**src/rtl/serial_pkg.sv**
```systemverilog
// Shared types and defaults for the serial frame deserialiser.
//   state_e        : receiver FSM state (hunt for sync, payload, parity)
//   DEF_DATA_W     : default payload width in bits
//   DEF_SYNC_W     : default sync pattern length
//   DEF_SYNC_PAT   : default sync pattern, first-received bit in MSB
package serial_pkg;

    typedef enum logic [1:0] {
        StHunt   = 2'd0,
        StData   = 2'd1,
        StParity = 2'd2
    } state_e;

    localparam int unsigned DEF_DATA_W = 8;
    localparam int unsigned DEF_SYNC_W = 4;
    localparam logic [DEF_SYNC_W-1:0] DEF_SYNC_PAT = 4'b1011;

endpackage

```
**src/rtl/sync_window_det.sv**
```systemverilog
// Sliding-window sync detector.
//   clk    : clock, rising edge
//   rst    : synchronous active-high reset, clears the window
//   clr    : synchronous clear of the window
//   bit_in : serial bit to shift in
//   en     : shift bit_in into the window this cycle
//   match  : window including the current bit equals SYNC_PAT (only while en)
module sync_window_det
    import serial_pkg::*;
#(
    parameter int unsigned          SYNC_W   = DEF_SYNC_W,
    parameter logic [SYNC_W-1:0]    SYNC_PAT = DEF_SYNC_PAT
) (
    input  logic clk,
    input  logic rst,
    input  logic clr,
    input  logic bit_in,
    input  logic en,
    output logic match
);

    logic [SYNC_W-1:0] window_q;
    logic [SYNC_W-1:0] window_next;

    // Newest bit enters at the LSB so the oldest bit lines up with the pattern MSB.
    assign window_next = {window_q[SYNC_W-2:0], bit_in};
    assign match       = en && (window_next == SYNC_PAT);

    always_ff @(posedge clk) begin
        if (rst || clr) begin
            window_q <= '0;
        end else if (en) begin
            window_q <= window_next;
        end
    end

endmodule

```
**src/rtl/serial_frame_deser.sv**
```systemverilog
// Serial frame deserialiser: hunts for a sync pattern, collects DATA_W payload
// bits MSB-first, checks an even-parity bit and presents the word on a
// valid/ready output register.
//   clk, rst    : clock (rising edge), synchronous active-high reset
//   sd_in       : serial data bit, sampled only when sd_valid is high
//   sd_valid    : qualifies sd_in
//   word_data   : received payload, first-received bit in MSB
//   word_valid  : word_data holds an unconsumed word
//   word_ready  : consumer accepts word_data when word_valid is high
//   parity_err  : one-cycle pulse, frame discarded on bad parity
//   overrun     : one-cycle pulse, good frame discarded because output was full
module serial_frame_deser
    import serial_pkg::*;
#(
    parameter int unsigned       DATA_W   = DEF_DATA_W,
    parameter int unsigned       SYNC_W   = DEF_SYNC_W,
    parameter logic [SYNC_W-1:0] SYNC_PAT = DEF_SYNC_PAT
) (
    input  logic              clk,
    input  logic              rst,
    input  logic              sd_in,
    input  logic              sd_valid,
    output logic [DATA_W-1:0] word_data,
    output logic              word_valid,
    input  logic              word_ready,
    output logic              parity_err,
    output logic              overrun
);

    localparam int unsigned CNT_W = $clog2(DATA_W + 1);

    state_e              state_q, state_d;
    logic [CNT_W-1:0]    cnt_q, cnt_d;
    logic [DATA_W-1:0]   payload_q, payload_d;
    logic                par_q, par_d;
    logic [DATA_W-1:0]   word_data_q, word_data_d;
    logic                word_valid_q, word_valid_d;
    logic                parity_err_q, overrun_q;

    logic sync_match;
    logic hunt_en;
    logic win_clr;
    logic last_data;
    logic out_free;
    logic load;
    logic ovf;
    logic perr;

    assign hunt_en   = sd_valid && (state_q == StHunt);
    // Leaving PARITY always returns to a clean window, good frame or not.
    assign win_clr   = sd_valid && (state_q == StParity);
    assign last_data = (cnt_q == CNT_W'(DATA_W - 1));
    assign out_free  = !word_valid_q || word_ready;

    sync_window_det #(
        .SYNC_W   (SYNC_W),
        .SYNC_PAT (SYNC_PAT)
    ) u_sync (
        .clk    (clk),
        .rst    (rst),
        .clr    (win_clr),
        .bit_in (sd_in),
        .en     (hunt_en),
        .match  (sync_match)
    );

    // State register and datapath registers.
    always_ff @(posedge clk) begin
        if (rst) begin
            state_q      <= StHunt;
            cnt_q        <= '0;
            payload_q    <= '0;
            par_q        <= 1'b0;
            word_data_q  <= '0;
            word_valid_q <= 1'b0;
            parity_err_q <= 1'b0;
            overrun_q    <= 1'b0;
        end else begin
            state_q      <= state_d;
            cnt_q        <= cnt_d;
            payload_q    <= payload_d;
            par_q        <= par_d;
            word_data_q  <= word_data_d;
            word_valid_q <= word_valid_d;
            parity_err_q <= perr;
            overrun_q    <= ovf;
        end
    end

    // Next-state logic.
    always_comb begin
        state_d = state_q;
        if (sd_valid) begin
            unique case (state_q)
                StHunt:   if (sync_match) state_d = StData;
                StData:   if (last_data)  state_d = StParity;
                StParity: state_d = StHunt;
                default:  state_d = StHunt;
            endcase
        end
    end

    // Datapath and output decode.
    always_comb begin
        cnt_d     = cnt_q;
        payload_d = payload_q;
        par_d     = par_q;
        load      = 1'b0;
        ovf       = 1'b0;
        perr      = 1'b0;
        if (sd_valid) begin
            unique case (state_q)
                StHunt: begin
                    if (sync_match) begin
                        cnt_d = '0;
                        par_d = 1'b0;
                    end
                end
                StData: begin
                    payload_d = {payload_q[DATA_W-2:0], sd_in};
                    par_d     = par_q ^ sd_in;
                    cnt_d     = cnt_q + 1'b1;
                end
                StParity: begin
                    // Running XOR of payload plus parity bit must be 0 for even parity.
                    if (par_q ^ sd_in) begin
                        perr = 1'b1;
                    end else if (out_free) begin
                        load = 1'b1;
                    end else begin
                        ovf = 1'b1;
                    end
                end
                default: ;
            endcase
        end

        word_data_d  = load ? payload_q : word_data_q;
        // A load wins over a same-cycle handshake so valid stays high.
        if (load) begin
            word_valid_d = 1'b1;
        end else if (word_valid_q && word_ready) begin
            word_valid_d = 1'b0;
        end else begin
            word_valid_d = word_valid_q;
        end
    end

    assign word_data  = word_data_q;
    assign word_valid = word_valid_q;
    assign parity_err = parity_err_q;
    assign overrun    = overrun_q;

endmodule

```
**config.mk**
```make
export PLATFORM = sky130hd
export DESIGN_NAME = serial_frame_deser
export DESIGN_NICKNAME = d
export VERILOG_FILES = /design/src/rtl/serial_pkg.sv /design/src/rtl/sync_window_det.sv /design/src/rtl/serial_frame_deser.sv
export SDC_FILE = /design/constraint.sdc
export NUM_CORES = 1
export LEC_CHECK = 0
export ABC_AREA = 1
export BUFFER_PORTS_ARGS = -buffer_cell sky130_fd_sc_hd__buf_2
export CAP_MARGIN = 20
export CORE_MARGIN = 2
export CORE_UTILIZATION = 50
export DETAILED_ROUTE_END_ITERATION = 8
export PLACE_DENSITY_LB_ADDON = 0.1
export SYNTH_ARGS = -nofsm -noshare
export SYNTH_HDL_FRONTEND = slang
export SYNTH_SLANG_ARGS = --single-unit
```
**constraint.sdc**
```tcl
create_clock -name clk -period 2.2 [get_ports clk]
set_input_delay 0.55 -clock clk [delete_from_list [all_inputs] [get_ports clk]]
set_output_delay 0.55 -clock clk [all_outputs]
set_load 0.02 [all_outputs]
```
* Word-level counts from Yosys, hierarchy flattened *
Cells that the tools add are included.

cells by class
  reductions and logical operators = 15
  bitwise operators = 3
  multiplexer cells = 15
  $add $sub $neg = 1
  eq/ne operators = 6

operators with widths
  cell                                                             count
  1-bit two-way mux                                                9
  4-bit one-hot mux with 2 select lines                            1
  3-bit AND reduction                                              2
  4-bit by 1-bit adder with 4-bit output, second input constant    1
  4-bit by 3-bit == test with 1-bit output, second input constant  1
  4-bit == test, second input constant                             1
  1-bit logical AND                                                4
  2-bit two-way mux                                                2
  4-bit two-way mux                                                1
  2-bit != test, second input constant                             2
  2-bit one-hot mux with 2 select lines                            1
  2-bit nonzero test                                               2
  4-bit OR reduction                                               1
  3-bit OR reduction                                               1
  2-bit by 1-bit == test with 1-bit output, second input constant  1
  2-bit == test, second input constant                             1
  2-bit zero test                                                  1
  1-bit logical OR                                                 2
  1-bit inverter                                                   2
  1-bit one-hot mux with 2 select lines                            1
  2-bit AND reduction                                              1
  1-bit zero test                                                  1
  1-bit bitwise XOR                                                1

storage, ports and cells
  logic and storage cells = 49
  bits of input ports = 5
  register bits after elaboration = 29
  output and inout bits = 11

* Logic depth before layout (Yosys ltp) *
  depth after elaboration = 7
  depth in mapped cells = 8
  gate-level depth less buffers = 7

* Cells and area by module *
A second synthesis with hierarchy kept.

unflattened totals
  cells, all modules = 165
  area, all modules = 1,228.7 um^2

by module, submodules not included
  module              seq. area each (um^2)  instances  area each (um^2)  cells an instance
  serial_frame_deser  520.5                  1          1,101.1           147
  sync_window_det     60.1                   1          127.6             18

* Worst setup path after synthesis *
Ideal clock, no wire load.

  path kind = input to register
  start point = in sd_in
  end point = reg word_data_q[4] (netlist: word_data[4])
  data required time = 2.087 ns
  path slack = 0.902 ns
  path buffers = 1
  arrival = 1.185 ns
  stages on the path = 7
  cell sequence = xor2_1 -> nor2_2 -> nand2_2 -> buf_6 -> nand2_1 -> nand2_1 -> nor2_1

between the ends
  cells in the longest elaborated chain, start to end = 4

ends and longest elaborated chain
  item                    RTL line                   text
  start: declaration      serial_frame_deser.sv:21   input logic sd_in,
  1-bit bitwise XOR       serial_frame_deser.sv:126  if (par_q ^ sd_in) begin
  1-bit two-way mux       serial_frame_deser.sv:126
  1-bit two-way mux       serial_frame_deser.sv:112  unique case (state_q)
  1-bit two-way mux       serial_frame_deser.sv:111  if (sd_valid) begin
  end signal: assignment  serial_frame_deser.sv:83   word_data_q <= word_data_d;
  end: declaration        serial_frame_deser.sv:36   logic [DATA_W-1:0] word_data_q, word_data_d;

Every way passes these cells.
A chain may end at the register's enable or synchronous reset.

* Final worst setup path *
  start point = reg state_q[1]
  end point = reg payload_q[6]

between the ends
  cells in the longest elaborated chain, start to end = 2

ends and longest elaborated chain
  item                                      RTL line                   text
  start: declaration                        serial_frame_deser.sv:32   state_e state_q, state_d;
  start signal: assignment                  serial_frame_deser.sv:70   state_q <= StHunt;
  start signal: assignment                  serial_frame_deser.sv:79   state_q <= state_d;
  2-bit by 1-bit == test with 1-bit output  serial_frame_deser.sv:112
  2-bit AND reduction (no source line)      n/a
  end signal: assignment                    serial_frame_deser.sv:81   payload_q <= payload_d;
  end: declaration                          serial_frame_deser.sv:34   logic [DATA_W-1:0] payload_q, payload_d;

Every way passes these cells.

==> impl_metrics.py <==
metrics = {
    "run_status": {
        "status": "finished clean",
    },
    "critical_path": {
        "worstPathMaxFanout": 11,
        "critPathLaunch": "state_q[1]$_SDFFE_PP0P_",
        "reg2reg_to": "payload_q[6]$_SDFFE_PP0P_",
        "critPathArrivalTime_ps": 1620,
        "r2r-start": "state_q[1]$_SDFFE_PP0P_",
        "rrSetupSlack_ps": 790,
        "worstPathRequired_ps": 2420,
        "path_class": "register to register",
        "critPathCapture": "payload_q[6]$_SDFFE_PP0P_",
        "cp-end-kind": "register",
        "reg2reg_depth": 6,
        "worst_setup_path_start_kind": "register",
    },
    "detailed_routing": {
        "drt_iter0_markers": 26,
        "drc": 0,
        "vias": 1098,
        "viasPerCell": 5.04,
        "drtPass1Iterations": 4,
        "ant_nets": 0,
        "wl_per_cell_um": 10.6,
        "wirelength_mm": 2.32,
    },
    "place": {
        "dpl.hpwl_mm": 1.56,
        "io_buffers": 15,
        "place_ws_ps": 567,
        "place_area_mm2": 0.00130,
        "gp_congestion": 0.828,
    },
    "layout": {
        "diodes": 0,
        "area_growth_pct": 12.4,
        "layout.nets": 195,
        "drive_gt1_frac": 0.142,
        "final_core_util": 0.608,
        "finalInstanceArea_mm2": 0.00137,
    },
    "sta": {
        "hold_violations": 0,
        "timing.final.crit_share": 0.640,
        "relSlewSlack": 0.696,
        "drv_slew": 0,
        "fmax_mhz": 711,
        "fin_tns_setup_ps": 0,
        "setup_slack_ps": 793,
        "skew_ps": 7.68,
        "setup_viol": 0,
        "worst_pin_slew_ps": 455,
        "rsz0062_at_grt": "no",
        "post-route-min-period_ps": 1410,
    },
    "floorplanning": {
        "coreArea_mm2": 0.00225,
        "die_w_um": 53.4,
        "ioPinCount": 16,
        "dieArea_mm2": 0.00285,
        "num_rows": 17,
        "start_util": 0.541,
        "fp.dieH_um": 53.4,
    },
    "synthesis": {
        "ys_seq_area_frac": 0.476,
        "syn_area_mm2": 0.00122,
        "synthTopCellsByArea": "dfxtp_1 (48%), nand2_1 (14%), a21oi_1 (7.4%), nor2_1 (7.4%), inv_1 (6.5%)",
        "ys_types": 20,
        "synthCells": 172,
        "yosysTopAreaCell": "dfxtp_1",
        "synth_fp_nets": 178,
        "synth_top_area_frac": 0.476,
        "synth_area_per_cell_um2": 7.09,
        "ys_warn_count": 0,
        "synth-seq-cells": 29,
    },
    "min_path": {
        "hp-class": "register to register",
        "min_from": "payload_q[7]$_SDFFE_PP0P_",
    },
    "pwr": {
        "power_uw": 934,
        "power.leakage_nw": 0.643,
        "vdd.ir_drop.worst_mv": 0.495,
        "power_density_mw_per_mm2": 682,
    },
    "clock_network": {
        "cts.htree.levels": 2,
        "cts.sinks": 29,
        "cts_root_buf": "clkbuf_4",
        "post_cts_buffers": 0,
        "cts_resized": 0,
        "clock_latency_ps": 330,
        "cts-hold-fix-buffers": 0,
        "clock_path_buffers": 2,
        "cts_buffers": 5,
        "cts_tree": "yes",
        "clkSlewWorstSetupHoldPaths_ps": 90,
    },
    "global_routing": {
        "gr-total-overflow": 0,
        "grt_pass1_vias": 983,
        "grt_max_degree": 17,
        "grtUsageTotal": 0.198,
        "grt_pass1_wl_mm": 3.90,
        "grt_antenna_before_repair": 0,
    },
    "job": {
        "maxCapViolations": 0,
    },
}
## power breakdown
group | total (mW) | leakage, nW | internal, mW | switching (mW)
combinational | 0.0340 | 0.368 | 0.00872 | 0.0253
sequential | 0.530 | 0.234 | 0.527 | 0.00214
clock | 0.371 | 0.0413 | 0.185 | 0.186
total | 0.934 | 0.643 | 0.721 | 0.213
## sequential cells by signal, indices dropped and copies added (netlist names), 2 cells and up
name,count
cnt_q,4
u_sync.window_q,3
payload_q,8
word_data,8
state_q,2
## synth_stat cells (all sizes together)
library cell,instances
clkbuf,2
buf,3
a211oi,1
nor3,1
nor3b,1
nand4,4
nand2,47
dfxtp,29
nand3,16
a22oi,1
or2,1
xor2,1
inv,21
a21oi,18
ha,1
nor2,25
## worst min path at each step
stage / slack [ps] / depth (start not counted) / to
2_1_floorplan: 440 / 2 / u_sync.window_q[2]$_SDFFE_PP0P_
5_1_grt: 500 / 2 / payload_q[7]$_SDFFE_PP0P_
6_report: 480 / 2 / payload_q[7]$_SDFFE_PP0P_
3_3_place_gp: 450 / 2 / u_sync.window_q[2]$_SDFFE_PP0P_
4_1_cts: 480 / 2 / payload_q[7]$_SDFFE_PP0P_
3_5_place_dp: 470 / 2 / u_sync.window_q[2]$_SDFFE_PP0P_
## area by class of cell
class / count / area, µm²
clock buffer: 7 / 65.1
clock inverter: 1 / 5.00
fill: 225 / 885
inverter: 21 / 78.8
multi-input combinational: 117 / 531
sequential: 29 / 581
tap: 28 / 35.0
timing repair buffer: 15 / 75.1
## cells by family (layout without fill, tap and decap cells)
kind of cell / count (synthesis) / in the layout / share of synthesized area
and+or+nand+nor: 95 / 95 / 0.332
xor gates and xnor gates: 1 / 1 / 0.00719
AOI/OAI and AO/OA: 20 / 20 / 0.0862
adders and majority gates: 1 / 1 / 0.0103
buffers and inverters: 26 / 44 / 0.0883
DFF: 29 / 29 / 0.476
## critical path, cell delays in order (launching register included)
cell and delay (ps):
dfxtp_1 340, inv_1 110, nand2_1 120, inv_1 270
nand2_1 260, nand2_1 120, a21oi_1 60
## metal layers
layer  vias to the layer above  routed length (µm)  global-route usage
met5                         -                   0                   0
met4                         0                  66               0.154
met3                         8                  97              0.0593
met2                        24                 984               0.286
met1                       484                1170               0.240
li1                        582                   -                   -
## per-stage QoR
stage,hold slack [ps],cells
2_1_floorplan,440,172
3_3_place_gp,453,210
3_5_place_dp,466,210
4_1_cts,479,218
5_1_grt,499,218
6_report,476,218
## placed cells by master (no fill, tap or decap)
cell	count
nor2_2	1
or2_2	1
a22oi_1	1
nor2_1	24
clkbuf_8	2
clkinv_2	1
nand2_2	1
inv_1	21
a211oi_1	1
a21oi_1	18
nand2_1	46
xor2_1	1
dfxtp_1	29
nor3b_1	1
nor3_1	1
nand3_1	15
clkbuf_4	5
ha_1	1
nand3_2	1
nand4_1	4
buf_2	15
(Power assumes the default switching activity.)
